==> src/rtl/bresenham_pkg.sv <==
// bresenham_pkg: shared definitions for the streaming line rasteriser.
//   state_t        - walk sequencer states (IDLE, SETUP, EMIT)
//   max_w          - larger of two widths
//   log2_f/clog2_f - floor/ceiling log2 width helpers
//   err_width      - width of the signed error/delta terms; ERR_GUARD_BITS
//                    of headroom above the widest coordinate keeps dx+dy and
//                    2*err free of overflow at full-scale coordinates.
package bresenham_pkg;

    typedef enum logic [1:0] {
        IDLE  = 2'd0,
        SETUP = 2'd1,
        EMIT  = 2'd2
    } state_t;

    localparam int ERR_GUARD_BITS = 2;

    function automatic int max_w(input int a, input int b);
        return (a > b) ? a : b;
    endfunction

    function automatic int log2_f(input int v);
        int r;
        r = 0;
        while ((v >> (r + 1)) > 0) r++;
        return r;
    endfunction

    function automatic int clog2_f(input int v);
        int r;
        r = 0;
        while ((1 << r) < v) r++;
        return r;
    endfunction

    function automatic int err_width(input int xw, input int yw);
        return max_w(xw, yw) + ERR_GUARD_BITS;
    endfunction

endpackage

==> src/rtl/bresenham_step.sv <==
// bresenham_step: one combinational Bresenham step.
//   x, y        - current point
//   err         - current error term (signed)
//   dx, dy      - |x1-x0| and -|y1-y0| (signed)
//   sx_neg      - x walks downward; sy_neg - y walks downward
//   x_next, y_next, err_next - point and error after one step
// Both axis updates are decided from the same e2 = 2*err, so a diagonal
// step applies both in one call.
module bresenham_step #(
    parameter int P_X_COORD_W = 11,
    parameter int P_Y_COORD_W = 11,
    parameter int P_ERR_W     = 13
) (
    input  logic        [P_X_COORD_W-1:0] x,
    input  logic        [P_Y_COORD_W-1:0] y,
    input  logic signed [P_ERR_W-1:0]     err,
    input  logic signed [P_ERR_W-1:0]     dx,
    input  logic signed [P_ERR_W-1:0]     dy,
    input  logic                          sx_neg,
    input  logic                          sy_neg,
    output logic        [P_X_COORD_W-1:0] x_next,
    output logic        [P_Y_COORD_W-1:0] y_next,
    output logic signed [P_ERR_W-1:0]     err_next
);

    // One extra bit so doubling the error can never wrap.
    logic signed [P_ERR_W:0] e2;
    logic signed [P_ERR_W:0] dx_ext;
    logic signed [P_ERR_W:0] dy_ext;
    logic                    step_x;
    logic                    step_y;

    always_comb begin
        e2       = {err, 1'b0};
        dx_ext   = {dx[P_ERR_W-1], dx};
        dy_ext   = {dy[P_ERR_W-1], dy};
        step_x   = (e2 >= dy_ext);
        step_y   = (e2 <= dx_ext);
        err_next = err;
        x_next   = x;
        y_next   = y;
        if (step_x) begin
            err_next = err_next + dy;
            x_next   = sx_neg ? (x - P_X_COORD_W'(1)) : (x + P_X_COORD_W'(1));
        end
        if (step_y) begin
            err_next = err_next + dx;
            y_next   = sy_neg ? (y - P_Y_COORD_W'(1)) : (y + P_Y_COORD_W'(1));
        end
    end

endmodule

==> src/rtl/bresenham_stream.sv <==
// bresenham_stream: accepts one line command and streams its Bresenham
// pixels, endpoints inclusive, over a valid/ready handshake.
//   i_clk, i_reset          - clock, asynchronous active-high reset
//   i_x0..i_y1, i_load_vals - line command, taken only while o_waiting=1
//   o_waiting               - idle, ready for a command
//   o_x_val, o_y_val        - current pixel
//   o_val_valid/i_val_ready - pixel handshake
//   o_val_last              - current pixel is the line endpoint
//   o_vals_counter          - 0-based index of the current pixel
//   o_line_done             - one-cycle pulse after the walk completes
// Optional macro BRESENHAM_CLIP_EN: points beyond P_X_MAX/P_Y_MAX are walked
// one per cycle without being presented; the counter and the last flag then
// refer to presented pixels only.
module bresenham_stream
    import bresenham_pkg::*;
#(
    parameter int P_X_COORD_W = 11,
    parameter int P_Y_COORD_W = 11,
    parameter int P_X_MAX     = 1023,
    parameter int P_Y_MAX     = 767,
    parameter int P_CNT_W     = max_w(P_X_COORD_W, P_Y_COORD_W) + 1
) (
    input  logic                   i_clk,
    input  logic                   i_reset,
    input  logic [P_X_COORD_W-1:0] i_x0,
    input  logic [P_Y_COORD_W-1:0] i_y0,
    input  logic [P_X_COORD_W-1:0] i_x1,
    input  logic [P_Y_COORD_W-1:0] i_y1,
    input  logic                   i_load_vals,
    output logic                   o_waiting,
    output logic [P_X_COORD_W-1:0] o_x_val,
    output logic [P_Y_COORD_W-1:0] o_y_val,
    output logic                   o_val_valid,
    input  logic                   i_val_ready,
    output logic                   o_val_last,
    output logic [P_CNT_W-1:0]     o_vals_counter,
    output logic                   o_line_done
);

    localparam int EW = err_width(P_X_COORD_W, P_Y_COORD_W);

    state_t                   state_reg;
    logic [P_X_COORD_W-1:0]   x0_reg, x1_reg, x_reg;
    logic [P_Y_COORD_W-1:0]   y0_reg, y1_reg, y_reg;
    logic signed [EW-1:0]     err_reg;
    logic [P_CNT_W-1:0]       cnt_reg;
    logic                     valid_reg, last_reg, done_reg, waiting_reg;

    // Line deltas come straight from the latched command, which is frozen
    // for the whole walk, so they need no registers of their own.
    logic signed [EW-1:0]     x_diff, y_diff, dx_w, dy_w;
    logic                     sx_neg, sy_neg;

    assign x_diff = $signed(EW'(x1_reg)) - $signed(EW'(x0_reg));
    assign y_diff = $signed(EW'(y1_reg)) - $signed(EW'(y0_reg));
    assign sx_neg = x_diff[EW-1];
    assign sy_neg = y_diff[EW-1];
    assign dx_w   = sx_neg ? -x_diff : x_diff;
    assign dy_w   = sy_neg ? y_diff : -y_diff;

    logic [P_X_COORD_W-1:0]   x_step;
    logic [P_Y_COORD_W-1:0]   y_step;
    logic signed [EW-1:0]     err_step;

    bresenham_step #(
        .P_X_COORD_W (P_X_COORD_W),
        .P_Y_COORD_W (P_Y_COORD_W),
        .P_ERR_W     (EW)
    ) u_step (
        .x        (x_reg),
        .y        (y_reg),
        .err      (err_reg),
        .dx       (dx_w),
        .dy       (dy_w),
        .sx_neg   (sx_neg),
        .sy_neg   (sy_neg),
        .x_next   (x_step),
        .y_next   (y_step),
        .err_next (err_step)
    );

    logic vis_first, vis_next;

`ifdef BRESENHAM_CLIP_EN
    assign vis_first = (int'(x0_reg) <= P_X_MAX) && (int'(y0_reg) <= P_Y_MAX);
    assign vis_next  = (int'(x_step) <= P_X_MAX) && (int'(y_step) <= P_Y_MAX);
`else
    // Without clipping every point is visible; the limits fold to a constant.
    localparam bit LIMITS_SET = (P_X_MAX >= 0) && (P_Y_MAX >= 0);
    assign vis_first = LIMITS_SET;
    assign vis_next  = LIMITS_SET;
`endif

    logic at_end, start_is_end, next_is_end, advance;

    assign at_end       = (x_reg == x1_reg) && (y_reg == y1_reg);
    assign start_is_end = (x0_reg == x1_reg) && (y0_reg == y1_reg);
    assign next_is_end  = (x_step == x1_reg) && (y_step == y1_reg);
    // A hidden point never waits for the consumer.
    assign advance      = !valid_reg || i_val_ready;

    always_ff @(posedge i_clk or posedge i_reset) begin
        if (i_reset) begin
            state_reg   <= IDLE;
            x0_reg      <= '0;
            y0_reg      <= '0;
            x1_reg      <= '0;
            y1_reg      <= '0;
            x_reg       <= '0;
            y_reg       <= '0;
            err_reg     <= '0;
            cnt_reg     <= '0;
            valid_reg   <= 1'b0;
            last_reg    <= 1'b0;
            done_reg    <= 1'b0;
            waiting_reg <= 1'b1;
        end else begin
            done_reg <= 1'b0;
            case (state_reg)
                IDLE: begin
                    if (i_load_vals) begin
                        x0_reg      <= i_x0;
                        y0_reg      <= i_y0;
                        x1_reg      <= i_x1;
                        y1_reg      <= i_y1;
                        waiting_reg <= 1'b0;
                        state_reg   <= SETUP;
                    end
                end
                SETUP: begin
                    x_reg     <= x0_reg;
                    y_reg     <= y0_reg;
                    err_reg   <= dx_w + dy_w;
                    cnt_reg   <= '0;
                    valid_reg <= vis_first;
                    last_reg  <= vis_first && start_is_end;
                    state_reg <= EMIT;
                end
                EMIT: begin
                    if (advance) begin
                        if (at_end) begin
                            valid_reg   <= 1'b0;
                            last_reg    <= 1'b0;
                            done_reg    <= 1'b1;
                            waiting_reg <= 1'b1;
                            state_reg   <= IDLE;
                        end else begin
                            x_reg     <= x_step;
                            y_reg     <= y_step;
                            err_reg   <= err_step;
                            valid_reg <= vis_next;
                            last_reg  <= vis_next && next_is_end;
                            // Only presented pixels consume an index.
                            if (valid_reg) begin
                                cnt_reg <= cnt_reg + P_CNT_W'(1);
                            end
                        end
                    end
                end
                default: state_reg <= IDLE;
            endcase
        end
    end

    assign o_waiting      = waiting_reg;
    assign o_x_val        = x_reg;
    assign o_y_val        = y_reg;
    assign o_val_valid    = valid_reg;
    assign o_val_last     = last_reg;
    assign o_vals_counter = cnt_reg;
    assign o_line_done    = done_reg;

endmodule

==> config.mk <==
export PLATFORM = sky130hd
export DESIGN_NAME = bresenham_stream
export DESIGN_NICKNAME = d
export VERILOG_FILES = /design/src/rtl/bresenham_pkg.sv /design/src/rtl/bresenham_step.sv /design/src/rtl/bresenham_stream.sv
export SDC_FILE = /design/constraint.sdc
export NUM_CORES = 1
export LEC_CHECK = 0
export BUFFER_PORTS_ARGS = -buffer_cell sky130_fd_sc_hd__buf_2
export CAP_MARGIN = 10
export CORE_ASPECT_RATIO = 1.2
export CORE_MARGIN = 10
export CORE_UTILIZATION = 50
export DETAILED_ROUTE_END_ITERATION = 16
export GPL_TIMING_DRIVEN = 0
export PLACE_DENSITY = 0.68
export SETUP_SLACK_MARGIN = 0.2
export SLEW_MARGIN = 5
export SYNTH_ARGS = -nofsm -noshare
export SYNTH_HDL_FRONTEND = slang
export SYNTH_SLANG_ARGS = --single-unit
==> constraint.sdc <==
create_clock -name i_clk -period 9.5 [get_ports i_clk]
set_clock_uncertainty 0.1 [all_clocks]
set_input_delay 0.95 -clock i_clk [delete_from_list [all_inputs] [get_ports i_clk]]
set_output_delay 0.95 -clock i_clk [all_outputs]
set_load 0.01 [all_outputs]
# After elaboration in Yosys (flattened, before gate mapping)
# Index checks and enable logic that the tools add are counted.
[word_totals]
in_bits = 48
out_inout_bits = 38
wordCells = 92
register_bits = 97
[classes]
n_lt_le_gt_ge = 2
n_eq_ne = 13
n_addsub = 12
n_reduce_logical = 14
muxes = 38
[op_table]
columns = ["cell", "n"]
rows = [
  ["$mux W11", 8],
  ["$mux W13", 6],
  ["$eq A11 B11 Y1", 6],
  ["$pmux W11 S2", 2],
  ["$add A13 B13 Y13", 3],
  ["$mux W12", 3],
  ["$neg A12 Y13", 2],
  ["$pmux W13 S2", 1],
  ["$pmux W12 S2", 1],
  ["$sub A11 B11 Y12", 2],
  ["$add A11 B1 Y11 const B", 2],
  ["$sub A11 B1 Y11 const B", 2],
  ["$ge A14 B13 Y1", 1],
  ["$le A14 B13 Y1", 1],
  ["$add A12 B1 Y12 const B", 1],
  ["$mux W1", 10],
  ["$ne A2 B2 Y1 const B", 5],
  ["$reduce_and A4 Y1", 2],
  ["$mux W2", 3],
  ["$pmux W1 S2", 3],
  ["$pmux W2 S3", 1],
  ["$reduce_and A3 Y1", 2],
  ["$reduce_and A2 Y1", 2],
  ["$reduce_bool A2 Y1", 2],
  ["other kinds (6)", 8],
]

# Depth between registers and ports, before layout
[depth]
depth_word = 10
ltp_mapped = 35
depth_no_buf = 33

# Modules after synthesis
# From an unflattened synthesis, not the netlist that was laid out.
[unflattened]
cells_unflattened = 1161
area_unflattened_um2 = 9591.7
[modules_own_cells]
columns = ["module", "cells_per_inst", "seq_area_each_um2", "n_inst", "area_per_inst_um2"]
rows = [
  ["bresenham_stream", 743, 2428.6, 1, 6492.5],
  ["bresenham_step", 418, 0.0, 1, 3099.2],
]

# Worst setup path before layout
# OpenSTA, ideal clock, no wires.
[synth_timing]
path_kind = "register to register"
from = "register y0_reg[0]"
to = "register err_reg[10]"
t_required_ns = 9.274
period_less_slack_ns = 7.152
n_path_buf = 1
t_arrival_ns = 6.926
path_stages_with_launch = 33
setup_time_ns = 0.126
slack_ns = 2.348
cell_sequence = "dfrtp_1 > ha_1 > fa_1 > and2b_1 > o21ai_0 > xnor2_1 > a211oi_2 > o2111ai_2 > nor3_1 > nand2_1 > nor2_1 > ha_1 > and3_1 > nor4b_1 > nand3_1 > a211oi_2 > o31ai_4 > nand2_2 > buf_6 > mux2_2 > ha_1 > fa_1 > a21o_1 > a21oi_1 > o21bai_1 > a21oi_1 > o21ai_0 > a21o_1 > a21oi_1 > xor2_1 > nor2_1 > a211oi_1 > o21ai_1"
[synth_between]
elab_chain_len = 10
word_cells_on_any_way = 12
cone_classes = "add/sub (5); order compare (1); mux (6)"
[synth_lines]
columns = ["element", "line_no", "text"]
rows = [
  ["start, declared", "bresenham_stream.sv:44", "logic [P_Y_COORD_W-1:0] y0_reg, y1_reg, y_reg;"],
  ["start signal, assigned", "bresenham_stream.sv:123", "y0_reg <= i_y0;"],
  ["$sub A11 B11 Y12 *", "bresenham_stream.sv:55", "assign y_diff = $signed(EW'(y1_reg)) - $signed(EW'(y0_reg));"],
  ["$neg A12 Y13", "bresenham_stream.sv:59", "assign dy_w = sy_neg ? y_diff : -y_diff;"],
  ["$mux W13 *", "bresenham_stream.sv:59", ""],
  ["$add A13 B13 Y13 or $ge A14 B13 Y1 (tied branches)", "bresenham_step.sv:43, bresenham_step.sv:37", ""],
  ["$mux W13", "bresenham_step.sv:42", "if (step_x) begin"],
  ["$add A13 B13 Y13", "bresenham_step.sv:47", "err_next = err_next + dx;"],
  ["$mux W13", "bresenham_step.sv:46", "if (step_y) begin"],
  ["$mux W13", "bresenham_stream.sv:141", "if (at_end) begin"],
  ["$mux W13", "bresenham_stream.sv:140", "if (advance) begin"],
  ["$pmux W13 S2 *", "bresenham_stream.sv:119", "case (state_reg)"],
  ["end signal, assigned", "bresenham_stream.sv:133", "err_reg <= dx_w + dy_w;"],
  ["end signal, assigned", "bresenham_stream.sv:150", "err_reg <= err_step;"],
  ["end, declared", "bresenham_stream.sv:45", "logic signed [EW-1:0] err_reg;"],
]
# Mark *: on every way between the ends. The rest lies on a longest branch, timed or not. The select of a mux whose other input is x is not followed.
# A chain may end at the register's enable or synchronous reset.

# Final worst setup path
[layout_timing]
from = "register y0_reg[1]"
to = "register err_reg[10]"
# The elaborated chain is that of the path after synthesis.

==> out/results.tsv <==
stage	metric	value	unit
cts	htreeDepth	3	
layout	nFillCells	1830	
detailed_routing	wl	31.40	mm
global_route	grt_usage	24.10	%
placed_design	placed_cell_area	10590	sq um
synthesis	ys_seq_area_share	24.79	%
cts	cts_tree	yes	
global_route	grt_pass1_vias	9336	
cts	ctsRootBufferMaster	clkbuf_16	
die	fp.dieW	147.8	microns
timing	hold_slack	0.4353	ns
cts	clk_pin_slew	0.08	ns
timing	drv_slew	0	
timing	max_freq	114.2	MHz
worst_setup_path	cp_data_required_time	9.65	ns
worst_setup_path	cp_slowest_cell	nor4b_1	
layout	area_growth	11.58	%
detailed_routing	viasPerCell	6.055	
cts	cts_buffer_depth	2	
global_route	antenna_found_initial	0	
synthesis	synth_flop_cell	dfrtp_1	
timing	hold_viol_final	0	
timing	fin_tns_setup	0	ns
worst_setup_path	cp-start-kind	flip-flop	
detailed_routing	drt-pass1-iter-count	6	
detailed_routing	dr_total_vias	9513	
synthesis	ys_ff_latch	97	
timing	slew_headroom	26.12	%
placed_design	routabilityCongestion	0.9714	
min_path	whs_path_depth	2	
synthesis	synthAdderAreaFrac	14.69	%
timing	fin_crit_sh	92.16	%
worst_setup_path	crit_type	reg2reg	
synthesis	synthSimpleGateAreaFrac	18.99	%
detailed_routing	route.detailed.drc	0	
placed_design	hpwlAfterDp	24.57	mm
layout	drive_gt1_share	12.29	%
cts	cts_setup_buffers	0	
die	io_pins	86	
global_route	gr-total-overflow	0	
synthesis	ys.warnings.count	0	
synthesis	synthArstFlopShare	100.0	%
worst_setup_path	reg2reg_to	err_reg[10]	
job	max_cap_violations	0	
layout	stdcell_area	10930	sq um
die	fp.dieH	173.3	microns
cts	cts_sinks	97	
placed_design	portBuffers	85	
synthesis	synth_top_family_by_area	compound AO/OA/AOI/OAI gates	
cts	clock_latency	0.37	ns
min_path	worstHoldStart	o_waiting	
timing	worst_slew_pin_slew	1.104	ns
layout	largest_reg_flops	13	
min_path	holdPathEnd	o_waiting	
layout	nets	1463	
worst_setup_path	endpoint_kind	flip-flop	
min_path	hp-class	reg2reg	
die	row_count	56	
worst_setup_path	r2r_cells	34	
die	coreArea	19410	sq um
worst_setup_path	r2r_setup_slack	0.75	ns
global_route	grt_max_degree	62	
synthesis	synthMuxAreaShare	3.805	%
synthesis	synth_edf_count	0	
die	initial_utilization	50.48	%
timing	period_minus_slack	8.755	ns
timing	rsz0062_at_grt	no	
die	die_area	25620	sq um
cts	cts.repair.resized	0	
run_status	outcome	complete, no violations	
worst_setup_path	arrival	8.90	ns
worst_setup_path	r2r-start	y0_reg[1]	
detailed_routing	drt_iter0_markers	784	
detailed_routing	wl_per_cell	19.98	microns
layout	antennaDiodeCount	0	
worst_setup_path	critPathMaxFanout	16	
synthesis	synth_compound_area_share	22.86	%
cts	cts_buffers	9	
global_route	grt_pass1_wl	49.78	mm
timing	finalSetupViolCount	0	
synthesis	ys_types	81	
synthesis	netlist_instances	1207	
cts	ctsHoldBuffers	0	
synthesis	netlist_area	9798	sq um
synthesis	syn_avg_cell_area	8.118	sq um
detailed_routing	ant_nets	0	
worst_setup_path	cpPeakStageDelay	0.64	ns
synthesis	synth-xor-area-share	9.743	%
==> worst max-delay path by stage <==
stage | start | end | slack (ns) | cells after the start
global route | y1_reg[0] | err_reg[12] | 0.22 | 32
global placement | y0_reg[1] | err_reg[10] | 0.95 | 34
CTS | y0_reg[1] | err_reg[10] | 0.85 | 34
detailed placement | y0_reg[1] | err_reg[10] | 0.91 | 34
finish | y0_reg[1] | err_reg[10] | 0.75 | 34
floorplan | y0_reg[0] | err_reg[10] | 2.35 | 32
==> kinds of logic after synthesis <==
family / count (synthesis)
AND/OR/NAND/NOR: 388
AO/OA/AOI/OAI: 339
buffers and inverters: 128
adder cells (fa/ha/maj): 111
XOR/XNOR: 109
flip-flops: 97
multiplexers: 34
other: 1
==> layout make-up <==
class                           count  area, sq um  share of cell area [%]
Inverter                           91        344.1                   3.147
Clock inverter                      6        115.1                   1.053
Clock buffer                       10        229.0                   2.094
Timing Repair Buffer               86        452.9                   4.143
Sequential cell                    97         2429                   22.21
Multi-Input combinational cell    983         6879                   62.92
Buffer                             37        157.7                   1.442
Tap cell                          261        326.6                   2.987
==> cells in the final DEF (no fill, tap or decap), types with 12 or more instances in the layout <==
cell type	synthesis	final
clkbuf_1	31	32
dfrtp_1	96	96
nand3_1	36	36
nor3_1	26	26
mux2_2	22	22
nand4_1	16	16
nor2_1	108	108
o21ai_0	87	87
nor2b_1	16	16
xnor2_1	71	71
a31oi_1	12	12
nand2_1	112	112
buf_2	2	87
ha_1	103	103
a21o_1	23	23
o31ai_1	12	12
o211ai_1	15	15
inv_1	91	90
a21oi_1	85	85
xor2_1	38	38
==> metal layers <==
metal | part of all wire [%] | track usage, %
met1 | 42 | 29.58
met2 | 47 | 39.82
met3 | 6.3 | 4.074
met4 | 4.7 | 11.95
met5 | 0 | 0
==> critical path: cells and delay by family (launching register included) <==
kind / cells / cell delay [ns]
compound gates: 16 / 3.64
buf+inv: 4 / 0.88
fa+ha+maj: 4 / 1.29
simple gates: 7 / 1.41
xor+xnor: 2 / 0.51
mux: 1 / 0.37
flops: 1 / 0.44
==> per-stage QoR <==
| stage | setup WS, ns | instances | utilization [%] |
|---|---|---|---|
| after CTS | 0.8548 | 1571 | 56.33 |
| after detailed placement | 0.9133 | 1555 | 54.56 |
| after global routing | 0.2176 | 1571 | 56.33 |
| after global placement | 0.9488 | 1554 | 54.38 |
| final | 0.7452 | 1571 | 56.33 |
| after floorplan | 2.348 | 1208 | - |
==> Yosys cell counts, drive strengths merged, types with 6 or more instances <==
library cell	n	area share [%]
nand2	113	4.4
nor2	108	4.1
ha	103	13
dfrtp	96	25
inv	91	3.5
o21ai	90	4.6
a21oi	87	4.5
xnor2	71	6.3
xor2	38	3.4
nand3	36	1.8
clkbuf	32	1.2
nor3	27	1.4
mux2	26	3.0
a21o	23	1.8
nor2b	17	1.2
nand4	16	1.0
o211ai	15	1.1
o31ai	13	1.1
a211oi	12	1.1
a31oi	12	0.77
nor4	11	0.77
and3	10	0.64
nand2b	10	0.64
o22ai	9	0.57
or2	9	0.57
mux2i	8	0.82
and2	7	0.45
fa	7	1.4
or3	6	0.38
Power is left out: the tool's default activity adds up to more than one toggle a clock period on the data nets, which glitch-free logic cannot reach.
